--- config.mk ---
export PLATFORM = sky130hd
export DESIGN_NAME = prog_updn_counter
export DESIGN_NICKNAME = d
export VERILOG_FILES = /design/src/rtl/prog_counter_pkg.sv /design/src/rtl/count_step_calc.sv /design/src/rtl/prog_updn_counter.sv
export SDC_FILE = /design/constraint.sdc
export NUM_CORES = 1
export LEC_CHECK = 0
export BUFFER_PORTS_ARGS = -buffer_cell sky130_fd_sc_hd__buf_2
export CAP_MARGIN = 20
export CORE_ASPECT_RATIO = 1.5
export CORE_MARGIN = 1
export CORE_UTILIZATION = 47
export CTS_CLUSTER_DIAMETER = 40
export DETAILED_ROUTE_END_ITERATION = 7
export GPL_TIMING_DRIVEN = 1
export PLACE_DENSITY = 0.68
export SLEW_MARGIN = 25
export SYNTH_ARGS = -nofsm -noshare
export SYNTH_HDL_FRONTEND = slang
export SYNTH_SLANG_ARGS = --single-unit
--- constraint.sdc ---
create_clock -name clk -period 7.9 [get_ports clk]
set_clock_uncertainty 0.1 [all_clocks]
set_input_delay 0.395 -clock clk [delete_from_list [all_inputs] [get_ports clk]]
set_output_delay 0.395 -clock clk [all_outputs]
set_load 0.05 [all_outputs]
--- src/rtl/prog_counter_pkg.sv ---
// ---------------------------------------------------------------------------
// prog_counter_pkg
// Shared definitions for the programmable up/down counter.
//   MODE_*   : encodings of the 2-bit boundary-mode input (11 acts as wrap)
//   state_t  : one-shot run/done state
// ---------------------------------------------------------------------------
package prog_counter_pkg;

  localparam logic [1:0] MODE_WRAP    = 2'b00;
  localparam logic [1:0] MODE_SAT     = 2'b01;
  localparam logic [1:0] MODE_ONESHOT = 2'b10;

  typedef enum logic {
    ST_RUN  = 1'b0,
    ST_DONE = 1'b1
  } state_t;

endpackage

--- src/rtl/count_step_calc.sv ---
// ---------------------------------------------------------------------------
// count_step_calc
// Combinational next-value calculator for one enabled counting step.
// All arithmetic is carried one bit wider than the counter so that
// carries and borrows are visible.
//   cout      : current counter value
//   incr      : unsigned step size
//   updn      : 1 = up, 0 = down
//   limit     : upper bound of the count range [0, limit]
//   mode      : boundary mode (wrap / saturate / one-shot, 11 = wrap)
//   nxt       : value the counter takes if this step is applied
//   bound     : step produces a terminal-count event
//   wrap_clip : step wrapped or was clipped (sets the sticky overflow)
// ---------------------------------------------------------------------------
module count_step_calc
  import prog_counter_pkg::*;
#(
  parameter int WIDTH  = 8,
  parameter int INCR_W = 4
) (
  input  logic [WIDTH-1:0]  cout,
  input  logic [INCR_W-1:0] incr,
  input  logic              updn,
  input  logic [WIDTH-1:0]  limit,
  input  logic [1:0]        mode,
  output logic [WIDTH-1:0]  nxt,
  output logic              bound,
  output logic              wrap_clip
);

  localparam int EW = WIDTH + 1;

  logic [EW-1:0]    c_ext;
  logic [EW-1:0]    i_ext;
  logic [EW-1:0]    lim_ext;
  logic [EW-1:0]    lim_p1;
  logic [EW-1:0]    sum;
  logic [EW-1:0]    wrap_up;
  logic [EW-1:0]    borrow_amt;
  logic [WIDTH-1:0] diff;
  logic [WIDTH-1:0] wrap_dn;
  logic             is_sat;
  logic             is_os;

  assign c_ext      = {1'b0, cout};
  assign i_ext      = EW'(incr);
  assign lim_ext    = {1'b0, limit};
  assign lim_p1     = lim_ext + EW'(1);
  assign sum        = c_ext + i_ext;
  assign wrap_up    = sum - lim_p1;
  // Only meaningful when cout < incr; amount by which the step undershoots.
  assign borrow_amt = i_ext - c_ext;
  assign diff       = cout - WIDTH'(incr);
  // limit - (borrow_amt - 1); borrow_amt never reaches 2**WIDTH because
  // incr is at most WIDTH bits wide.
  assign wrap_dn    = limit - (borrow_amt[WIDTH-1:0] - WIDTH'(1));
  assign is_sat     = (mode == MODE_SAT);
  assign is_os      = (mode == MODE_ONESHOT);

  always_comb begin
    nxt       = cout;
    bound     = 1'b0;
    wrap_clip = 1'b0;
    if (cout > limit) begin
      // Limit was lowered under the running count.
      bound     = 1'b1;
      wrap_clip = 1'b1;
      if (is_sat || is_os) nxt = limit;
      else                 nxt = updn ? '0 : limit;
    end else if (updn) begin
      if (sum > lim_ext) begin
        wrap_clip = 1'b1;
        if (is_sat || is_os) begin
          nxt = limit;
          // Saturate only pulses on arrival; one-shot always finishes here.
          bound = is_os || (cout != limit);
        end else begin
          nxt   = (wrap_up > lim_ext) ? '0 : wrap_up[WIDTH-1:0];
          bound = 1'b1;
        end
      end else begin
        nxt   = sum[WIDTH-1:0];
        bound = (is_sat || is_os) && (sum == lim_ext);
      end
    end else begin
      if (c_ext < i_ext) begin
        wrap_clip = 1'b1;
        if (is_sat || is_os) begin
          nxt   = '0;
          bound = is_os || (cout != '0);
        end else begin
          nxt   = (borrow_amt > lim_p1) ? limit : wrap_dn;
          bound = 1'b1;
        end
      end else begin
        nxt   = diff;
        bound = (is_sat || is_os) && (diff == '0);
      end
    end
  end

endmodule

--- src/rtl/prog_updn_counter.sv ---
// ---------------------------------------------------------------------------
// prog_updn_counter
// Parametrised up/down counter with programmable limit, wrap / saturate /
// one-shot boundary modes, terminal-count pulse and sticky overflow.
//   clk      : clock, all updates on rising edge
//   reset    : synchronous active-low reset
//   enable   : count-step enable
//   updn     : 1 = up, 0 = down
//   preload  : load pl_data (clamped to limit), wins over enable
//   pl_data  : preload value
//   incr     : unsigned step size (0 = hold)
//   mode     : 00 wrap, 01 saturate, 10 one-shot, 11 wrap
//   limit    : upper bound of the count range
//   clr_ovf  : clear sticky overflow (a same-cycle set wins)
//   cout     : counter value
//   tc       : one-cycle terminal-count pulse
//   ovf      : sticky wrap/clip flag
//   done     : one-shot has finished
// ---------------------------------------------------------------------------
module prog_updn_counter
  import prog_counter_pkg::*;
#(
  parameter int               WIDTH     = 8,
  parameter int               INCR_W    = 4,
  parameter logic [WIDTH-1:0] RESET_VAL = '0
) (
  input  logic              clk,
  input  logic              reset,
  input  logic              enable,
  input  logic              updn,
  input  logic              preload,
  input  logic [WIDTH-1:0]  pl_data,
  input  logic [INCR_W-1:0] incr,
  input  logic [1:0]        mode,
  input  logic [WIDTH-1:0]  limit,
  input  logic              clr_ovf,
  output logic [WIDTH-1:0]  cout,
  output logic              tc,
  output logic              ovf,
  output logic              done
);

  state_t           state;
  logic [WIDTH-1:0] nxt;
  logic             bound;
  logic             wrap_clip;
  logic             step_ok;
  logic             reached;

  count_step_calc #(
    .WIDTH  (WIDTH),
    .INCR_W (INCR_W)
  ) u_calc (
    .cout      (cout),
    .incr      (incr),
    .updn      (updn),
    .limit     (limit),
    .mode      (mode),
    .nxt       (nxt),
    .bound     (bound),
    .wrap_clip (wrap_clip)
  );

  assign step_ok = enable && (state == ST_RUN) && (incr != '0);
  // One-shot finishes only on the bound of the counting direction.
  assign reached = updn ? (nxt == limit) : (nxt == '0);

  always_ff @(posedge clk) begin
    if (!reset) begin
      cout  <= RESET_VAL;
      tc    <= 1'b0;
      ovf   <= 1'b0;
      done  <= 1'b0;
      state <= ST_RUN;
    end else begin
      tc <= 1'b0;
      if (clr_ovf) ovf <= 1'b0;
      if (preload) begin
        cout  <= (pl_data > limit) ? limit : pl_data;
        state <= ST_RUN;
        done  <= 1'b0;
      end else if ((state == ST_DONE) && (mode != MODE_ONESHOT)) begin
        // Mode moved away from one-shot: resume counting from next edge.
        state <= ST_RUN;
        done  <= 1'b0;
      end else if (step_ok) begin
        cout <= nxt;
        tc   <= bound;
        if (wrap_clip) ovf <= 1'b1;
        if ((mode == MODE_ONESHOT) && bound && reached) begin
          state <= ST_DONE;
          done  <= 1'b1;
        end
      end
    end
  end

endmodule

# Word level (Yosys, flattened, before mapping)
# Index checks and enable logic that the tools add are counted.
[classes] addsub=7 order_cmp=6 eq_ne=7 mux=30 bitwise_logic=3 n_reduce_logical=19
[op_table] cell="two-way mux 8 bit" count=14
[op_table] cell="greater-than comparator 9 x 8 -> 1 bit" count=2
[op_table] cell="greater-than comparator 8 bit" count=2
[op_table] cell="zero test 8 bit" count=2
[op_table] cell="two-way mux 1 bit" count=16
[op_table] cell="adder 8 x 1 -> 9 bit, second input constant" count=1
[op_table] cell="adder 8 x 4 -> 9 bit" count=1
[op_table] cell="== test 9 x 8 -> 1 bit" count=1
[op_table] cell="greater-than comparator 9 bit" count=1
[op_table] cell="subtractor 4 x 8 -> 9 bit" count=1
[op_table] cell="subtractor 9 bit" count=1
[op_table] cell="== test 8 bit" count=1
[op_table] cell="< comparator 8 x 4 -> 1 bit" count=1
[op_table] cell="inequality test 8 bit" count=1
[op_table] cell="nonzero test 8 bit" count=1
[op_table] cell="subtractor 8 x 1 -> 8 bit, second input constant" count=1
[op_table] cell="subtractor 8 x 4 -> 8 bit" count=1
[op_table] cell="subtractor 8 bit" count=1
[op_table] cell="logical AND 1 bit" count=7
[op_table] cell="inequality test 2 bit, second input constant" count=2
[op_table] cell="AND reduction 2 bit" count=2
[op_table] cell="nonzero test 4 bit" count=1
[op_table] cell="OR reduction 4 bit" count=1
[op_table] cell="logical OR 1 bit" count=3
[op_table] cell="5 further kinds" count=7
[totals] regBits=11 input_bits=28 output_inout_bits=11 wordCells=76

# Depth between registers and ports, before layout
# Gate-level depths: netlist (run 1).
[logic_depth] depth_word=12 ltp_mapped=24 ltp_nobuf=23

# Modules after synthesis
# Synthesis (run 1) repeated with hierarchy kept, for this count alone.
[unflattened] hier_cells=519 area_unflattened_um2=3905.0
[by_module_without_submodules] mod="count_step_calc" n_inst=1 cells_per_inst=398 area_each_um2=2895.3 seq_area_each_um2=0.0
[by_module_without_submodules] mod="prog_updn_counter" n_inst=1 cells_per_inst=121 area_each_um2=1009.7 seq_area_each_um2=220.2

# Worst setup path after synthesis (run 1)
# OpenSTA, ideal clock, no wires.
[synth_path] path_kind="reg2reg" from="register cout[2]" to="register state" setup_time_ns=0.069 t_arrival_ns=5.345 required_ns=7.731 setup_slack_ns=2.386 path_stages_with_launch=23 n_path_buf=1 period_less_slack_ns=5.514 cell_sequence="dfxtp_1 ha_1 buf_6 or3b_1 a31oi_1 o21ai_0 xnor2_1 ha_1 or3_1 o22ai_1 xor2_1 inv_1 ha_1 and3_1 a211oi_1 a211oi_1 nor2_2 nand2_2 o2111a_1 nor4_2 o2111ai_1 or4_1 o21ai_1"
[synth_between] elab_chain_cells=12 elab_cells_between_ends=39 cone_classes="add/sub (6); order compare (5); eq/ne (3); mux (15); reduce/logical (10)"
[synth_rtl] item="from (decl)" line="prog_updn_counter.sv:37" rtl="output logic [WIDTH-1:0] cout,"
[synth_rtl] item="from (signal assigned)" line="prog_updn_counter.sv:79" rtl="cout <= (pl_data > limit) ? limit : pl_data;"
[synth_rtl] item="from (signal assigned)" line="prog_updn_counter.sv:87" rtl="cout <= nxt;"
[synth_rtl] item="adder 8 x 4 -> 9 bit / subtractor 4 x 8 -> 9 bit (equally long branches)" line="count_step_calc.sv:49, count_step_calc.sv:52"
[synth_rtl] item="subtractor 9 bit / subtractor 8 x 1 -> 8 bit (equally long branches)" line="count_step_calc.sv:50, count_step_calc.sv:56"
[synth_rtl] item="greater-than comparator 9 x 8 -> 1 bit / subtractor 8 bit (equally long branches)" line="count_step_calc.sv:78, count_step_calc.sv:56"
[synth_rtl] item="two-way mux 8 bit, on equally long branches" line="count_step_calc.sv:78, count_step_calc.sv:92"
[synth_rtl] item="two-way mux 8 bit, on equally long branches" line="count_step_calc.sv:73, count_step_calc.sv:88"
[synth_rtl] item="two-way mux 8 bit, on equally long branches" line="count_step_calc.sv:71, count_step_calc.sv:86"
[synth_rtl] item="two-way mux 8 bit" line="count_step_calc.sv:70" rtl="end else if (updn) begin"
[synth_rtl] item="two-way mux 8 bit" line="count_step_calc.sv:64" rtl="if (cout > limit) begin"
[synth_rtl] item="== test 8 bit / zero test 8 bit (equally long branches)" line="prog_updn_counter.sv:66" rtl="assign reached = updn ? (nxt == limit) : (nxt == '0);"
[synth_rtl] item="two-way mux 1 bit" line="prog_updn_counter.sv:66"
[synth_rtl] item="logical AND 1 bit *" line="prog_updn_counter.sv:90" rtl="if ((mode == MODE_ONESHOT) && bound && reached) begin"
[synth_rtl] item="AND reduction 2 bit (no source line) *"
[synth_rtl] item="to (signal assigned)" line="prog_updn_counter.sv:74" rtl="state <= ST_RUN;"
[synth_rtl] item="to (signal assigned)" line="prog_updn_counter.sv:80" rtl="state <= ST_RUN;"
[synth_rtl] item="to (signal assigned)" line="prog_updn_counter.sv:91" rtl="state <= ST_DONE;"
[synth_rtl] item="to (decl)" line="prog_updn_counter.sv:43" rtl="state_t state;"
# Every way passes the cells marked *; elsewhere a longest branch is shown, timed or not.
# A chain may end at the register's enable or synchronous reset.

# Worst setup path in the final report (run 1)
# Ends and elaborated chain as after synthesis.

==> metrics.yaml, run 1 <==
io_buffers: 38
clk_latency_ns: 0.24
worst_hold_slack_ns: 0.321
p_switching_uw: 418
core_um2: 8160
power_leakage_nw: 2.01
timing.final.crit_share_pct: 75.2
ys_ff_latch: 11
clock_sinks: 11
status: "complete, no violations"
final_util_pct: 52.9
drtPass1Iterations: 5
ys_types: 84
htreeDepth: 1
syn_inst: 525
clkSlewWorstSetupHoldPaths_ns: 0.04
drc: 0
reg2reg_from: "cout[2]"
wl_met3_um: 802
pwr-share-comb_pct: 78.0
n_antenna_cell: 0
hold_end: "ovf"
endpoint_kind: "flip-flop"
synth_top_cell_area_share_pct: 24.0
crit_chain: "ha_1, or3b_1, a31oi_1, o21ai_0, xnor2_1, ha_1, a21oi_1, nor2_1, o22ai_1, xor2_1, inv_1, ha_1, and3_1, a211oi_1, a211oi_1, nor2_2, a31oi_1, a211o_1, nand3_1, o2111ai_1, or4_1, o21ai_1"
clkPwrFrac_pct: 12.1
hp-start: "clr_ovf"
pin_count: 39
grt_pass1_wl_um: 21500
grt_pass1_vias: 4181
fp-row-count: 40
cp.buffers_inverters: 1
cp-start-kind: "flip-flop"
worst_slew_pin_slew_ns: 0.829
ys_async_sr_fraction_pct: 0
worstPathArrival_ns: 6.02
area_growth_syn_to_layout_pct: 7.55
synth_seq_area_share_pct: 5.49
initial_utilization_pct: 49.2
drt-met1-wl_um: 5260
cts_setup_buffers: 0
netlist_top_cells_area: "ha_1 (24%), dfxtp_1 (5.5%), a21oi_1 (4.4%), xnor2_1 (3.7%), inv_1 (3.4%)"
hold_viol: 0
timing.rr.end: "state"
slew_violations: 0
ctsResizeCount: 0
hold_path_class: "in -> reg"
vias_per_cell: 6.47
antenna_found_initial: 0
cp.depth: 22
die_h_um: 115
cts.path.max_buffers: 2
path_class: "reg -> reg"
track_usage_pct: 31.1
p_int_uw: 370
crit_path_max_incr_delay_ns: 0.53
die-area_um2: 8910
crit_slowest_cell: "or4_1"
syn_nets: 635
cap_violations: 0
yosysWarnings: 0
required_ns: 7.97
avgSynthCellArea_um2: 7.64
crit_path_frequent_cell: "ha_1"
drt_iter0_drc: 257
rr_worst_depth: 22
synthTopCellsByCount: "ha_1 (77), inv_1 (36), a21oi_1 (35), nor2_1 (35), nand2_1 (31)"
antenna_left: 0
synth_area_leader_cell: "ha_1"
grt_max_degree: 20
numCtsBuffers: 3
dpl.hpwl_um: 10900
setup_tns_ns: 0
gp_congestion: 0.970
setup_ws_ns: 1.96
layout-drive-gt1-share_pct: 11.9
syn_area_um2: 4010
hold_path_depth: 3
wl_per_cell_um: 21.1
vdd_drop_max_uv: 169
nets: 657
p_sw_share_pct: 53.0
highest_layer: "met4"
die_w_um: 77.4
dp_slack_ns: 1.96
cts_tree: "done"
rsz0062_at_grt: "no"
fmax_mhz: 168
postCtsHoldBufs: 0
wirelength_um: 13700
synthFlopType: "dfxtp_1"
synth.most_common_cell: "ha_1"
grt-ovfl-total: 0
regToRegSetupSlack_ns: 1.96
setup_viol: 0
wl_met2_um: 6860
clock-root-buffer: "clkbuf_16"
synth_edf_count: 0
num_vias: 4214
cp_max_fo: 12
seqPwrFrac_pct: 9.8
cp_top_family: "compound AO/OA/AOI/OAI gates"
min_period_ns: 5.94
max_slew_margin_pct: 43.3
powerDensity_nw_per_um2: 183
-- power groups by stage --
stage                     sequential (mW)  clock, mW  combinational [mW]
after floorplan                    0.0851          0               0.444
after global placement             0.0781          0               0.585
after detailed placement           0.0779          0               0.599
after CTS                          0.0770     0.0942               0.604
after global routing               0.0785     0.0988               0.673
final                              0.0774     0.0955               0.614
-- worst max path at each step --
stage,start,endpoint,slack [ns]
2_1_floorplan,cout[2],state,2.39
3_3_place_gp,incr[2],state,2.07
3_5_place_dp,incr[2],state,1.96
4_1_cts,cout[2],state,2.02
5_1_grt,cout[2],state,1.51
6_report,cout[2],state,1.96
-- stage by stage --
step	area (um2)	std cells	power, mW
floorplan	4010	525	0.529
finish	4310	651	0.787
global route	4310	651	0.850
CTS	4310	650	0.775
global placement	4230	646	0.663
detailed placement	4230	646	0.677
-- flip-flops by register name, indices dropped and copies added (netlist names) --
name	cells
cout	8
ovf	1
state	1
tc	1
-- logic make-up (layout without fill, tap and decap cells) --
family	count (synthesis)	count (layout)	share of synthesized area [%]
adders and majority gates	82	82	26.5
buffers and inverters	64	85	6.65
DFF	11	11	5.49
xor gates and xnor gates	29	29	7.08
and+or+nand+nor	163	163	21.7
muxes	10	10	2.65
AOI/OAI and AO/OA	166	166	30.0
-- tightest hold or removal path, cell delays in order --
cell and delay [ns]:
buf_2 0.07, nand2b_1 0.08, a21boi_0 0.07
-- layout make-up --
| cell class | count | area, um2 |
|---|---|---|
| clock buffers | 4 | 78.8 |
| fillers | 811 | 3840 |
| inverters | 41 | 154 |
| multi-input cells | 450 | 3520 |
| flip-flops and latches | 11 | 220 |
| well taps | 105 | 131 |
| repair buffers | 40 | 205 |
-- metal layers --
metal | GRT usage (%) | up-vias
li1 | - | 2018
met1 | 34.2 | 1983
met2 | 58.3 | 162
met3 | 2.78 | 51
met4 | 17.1 | 0
met5 | 0 | -
-- layout by cell type (no fill, tap or decap), types with 7 or more instances in the layout --
| cell type | n |
|---|---|
| nand3_1 | 18 |
| o211ai_1 | 12 |
| nand4_1 | 12 |
| dfxtp_1 | 11 |
| xor2_1 | 10 |
| nor3_1 | 8 |
| o211a_1 | 7 |
| buf_2 | 38 |
| a31oi_1 | 9 |
| inv_1 | 36 |
| a211oi_1 | 8 |
| nor2b_1 | 11 |
| nor2_1 | 35 |
| a21oi_1 | 35 |
| xnor2_1 | 17 |
| o21ai_0 | 17 |
| a21o_1 | 9 |
| nand2_1 | 31 |
| ha_1 | 77 |
| o21a_1 | 9 |
Power figures use the tool's default switching activity.
==> run 2: changes to the inputs <==
==> constraint.sdc (replaced) <==
create_clock -name clk -period 5.5 [get_ports clk]
set_clock_uncertainty 0.1 [all_clocks]
set_input_delay 0.275 -clock clk [delete_from_list [all_inputs] [get_ports clk]]
set_output_delay 0.275 -clock clk [all_outputs]
set_load 0.05 [all_outputs]
==> metrics.yaml, run 2 (synthesis gave the netlist of run 1 again) <==
path_class: "reg -> reg"
fp-row-count: 40
grt_max_degree: 20
worstPathArrival_ns: 5.36
setup_tns_ns: 0
cp_max_fo: 6
num_vias: 4405
total_power_mw: 1.21
die_w_um: 77.4
cap_violations: 0
hold_path_class: "in -> reg"
required_ns: 5.57
fmax_mhz: 189
powerDensity_nw_per_um2: 262
vdd_drop_max_uv: 239
cts.path.max_buffers: 2
drc: 0
clock-root-buffer: "clkbuf_16"
grt-ovfl-total: 0
placed_area_um2: 4420
final_cell_mix: "ha_1 (76), buf_2 (38), inv_1 (36)"
vias_per_cell: 6.47
die_h_um: 115
antenna_found_initial: 0
max_slew_margin_pct: 43.3
endpoint_kind: "flip-flop"
gp_congestion: 1.03
largest_reg_flops: 8
dp.cells: 672
cp-start-kind: "flip-flop"
die-area_um2: 8910
nets: 687
io_buffers: 38
timing.final.crit_share_pct: 96.3
antenna_left: 0
core_um2: 8160
worst_slew_pin_slew_ns: 0.850
drt_iter0_drc: 286
grt_pass1_wl_um: 22100
fill_cells: 781
drtPass1Iterations: 5
pin_count: 39
dpl.hpwl_um: 11400
setup_viol: 0
postCtsHoldBufs: 0
dp_slack_ns: 0.0805
status: "complete, no violations"
wirelength_um: 14100
min_period_ns: 5.29
track_usage_pct: 32.0
htreeDepth: 1
area_growth_syn_to_layout_pct: 15.2
final_area_um2: 4620
grt_pass1_vias: 4328
cts_tree: "done"
hold_viol: 0
clock_sinks: 11
setup_ws_ns: 0.206
layout-drive-gt1-share_pct: 18.9
power_leakage_nw: 2.18
n_antenna_cell: 0
slew_violations: 0
clkSlewWorstSetupHoldPaths_ns: 0.04
final_common_cell: "ha_1"
wl_per_cell_um: 20.7
initial_utilization_pct: 49.2
numCtsBuffers: 3
stdcell_count: 681
clk_latency_ns: 0.24
regMostFlops: "cout"
## run 2: changes by cell type in the layout (fill, tap and decap cells not counted), moves of 2 or more
| cell | delta |
|---|---|
| buf_4 | +30 |
| a21oi_1 | -2 |
| dfxtp_1 | -2 |
| dfxtp_2 | +2 |
| xor2_1 | -2 |
| xor2_2 | +2 |
## run 2: worst paths after layout
path | start | end | slack (ns) | cells past startpoint
worst min register to register | ovf | ovf | 0.38 | 2
worst min-delay path | clr_ovf | ovf | 0.21 | 3
worst max-delay path | cout[2] | state | 0.21 | 23
worst max register to register | cout[2] | state | 0.21 | 23
## run 2: repair_timing
| action | CTS | global route |
|---|---|---|
| setup endpoints to repair | 0 | 2 |
| gates resized for setup | 0 | 15 |
| setup buffers | 0 | 5 |
## run 2: area by class of cell
class | instances | area (um2) | share of cell area, %
Multi-Input combinational cell | 450 | 3600 | 78.0
Timing Repair Buffer | 70 | 430 | 9.32
Sequential cell | 11 | 223 | 4.82
Inverter | 41 | 154 | 3.33
Tap cell | 105 | 131 | 2.84
Clock buffer | 4 | 78.8 | 1.71
## run 2: layer usage
| layer | share of wire, % | global-route usage (%) |
|---|---|---|
| met1 | 37 | 34.6 |
| met2 | 50 | 60.8 |
| met3 | 5.7 | 1.59 |
| met4 | 7.2 | 19.5 |
| met5 | 0 | 0 |
## run 2: critical path, stage by stage, from the launching register on
cell	delay [ns]
dfxtp_2	0.36
buf_4	0.18
ha_1	0.21
nor2_1	0.33
a21oi_4	0.10
xor2_1	0.26
ha_1	0.30
or2_1	0.24
a21oi_1	0.15
nor2_1	0.06
o22ai_2	0.15
xor2_1	0.22
inv_1	0.07
ha_1	0.32
and3_1	0.23
a211oi_2	0.23
a211oi_1	0.10
nor2_2	0.25
buf_4	0.17
nand3_1	0.08
a31oi_1	0.41
nor3_1	0.07
or4_1	0.50
o21ai_1	0.14
## run 2: through the flow
step | hold WS [ns] | utilization (%)
2_1_floorplan | 0.361 | -
3_3_place_gp | 0.368 | 54.2
3_5_place_dp | 0.375 | 54.2
4_1_cts | 0.213 | 55.2
5_1_grt | 0.228 | 56.6
6_report | 0.213 | 56.6
## run 2: report_power, final
part           internal, mW  switching [mW]  total (mW)  leakage (nW)
Clock                0.0973          0.0356       0.133        0.0382
Combinational         0.403           0.569       0.972          2.05
Sequential           0.0876          0.0160       0.104        0.0914
Total                 0.588           0.620        1.21          2.18
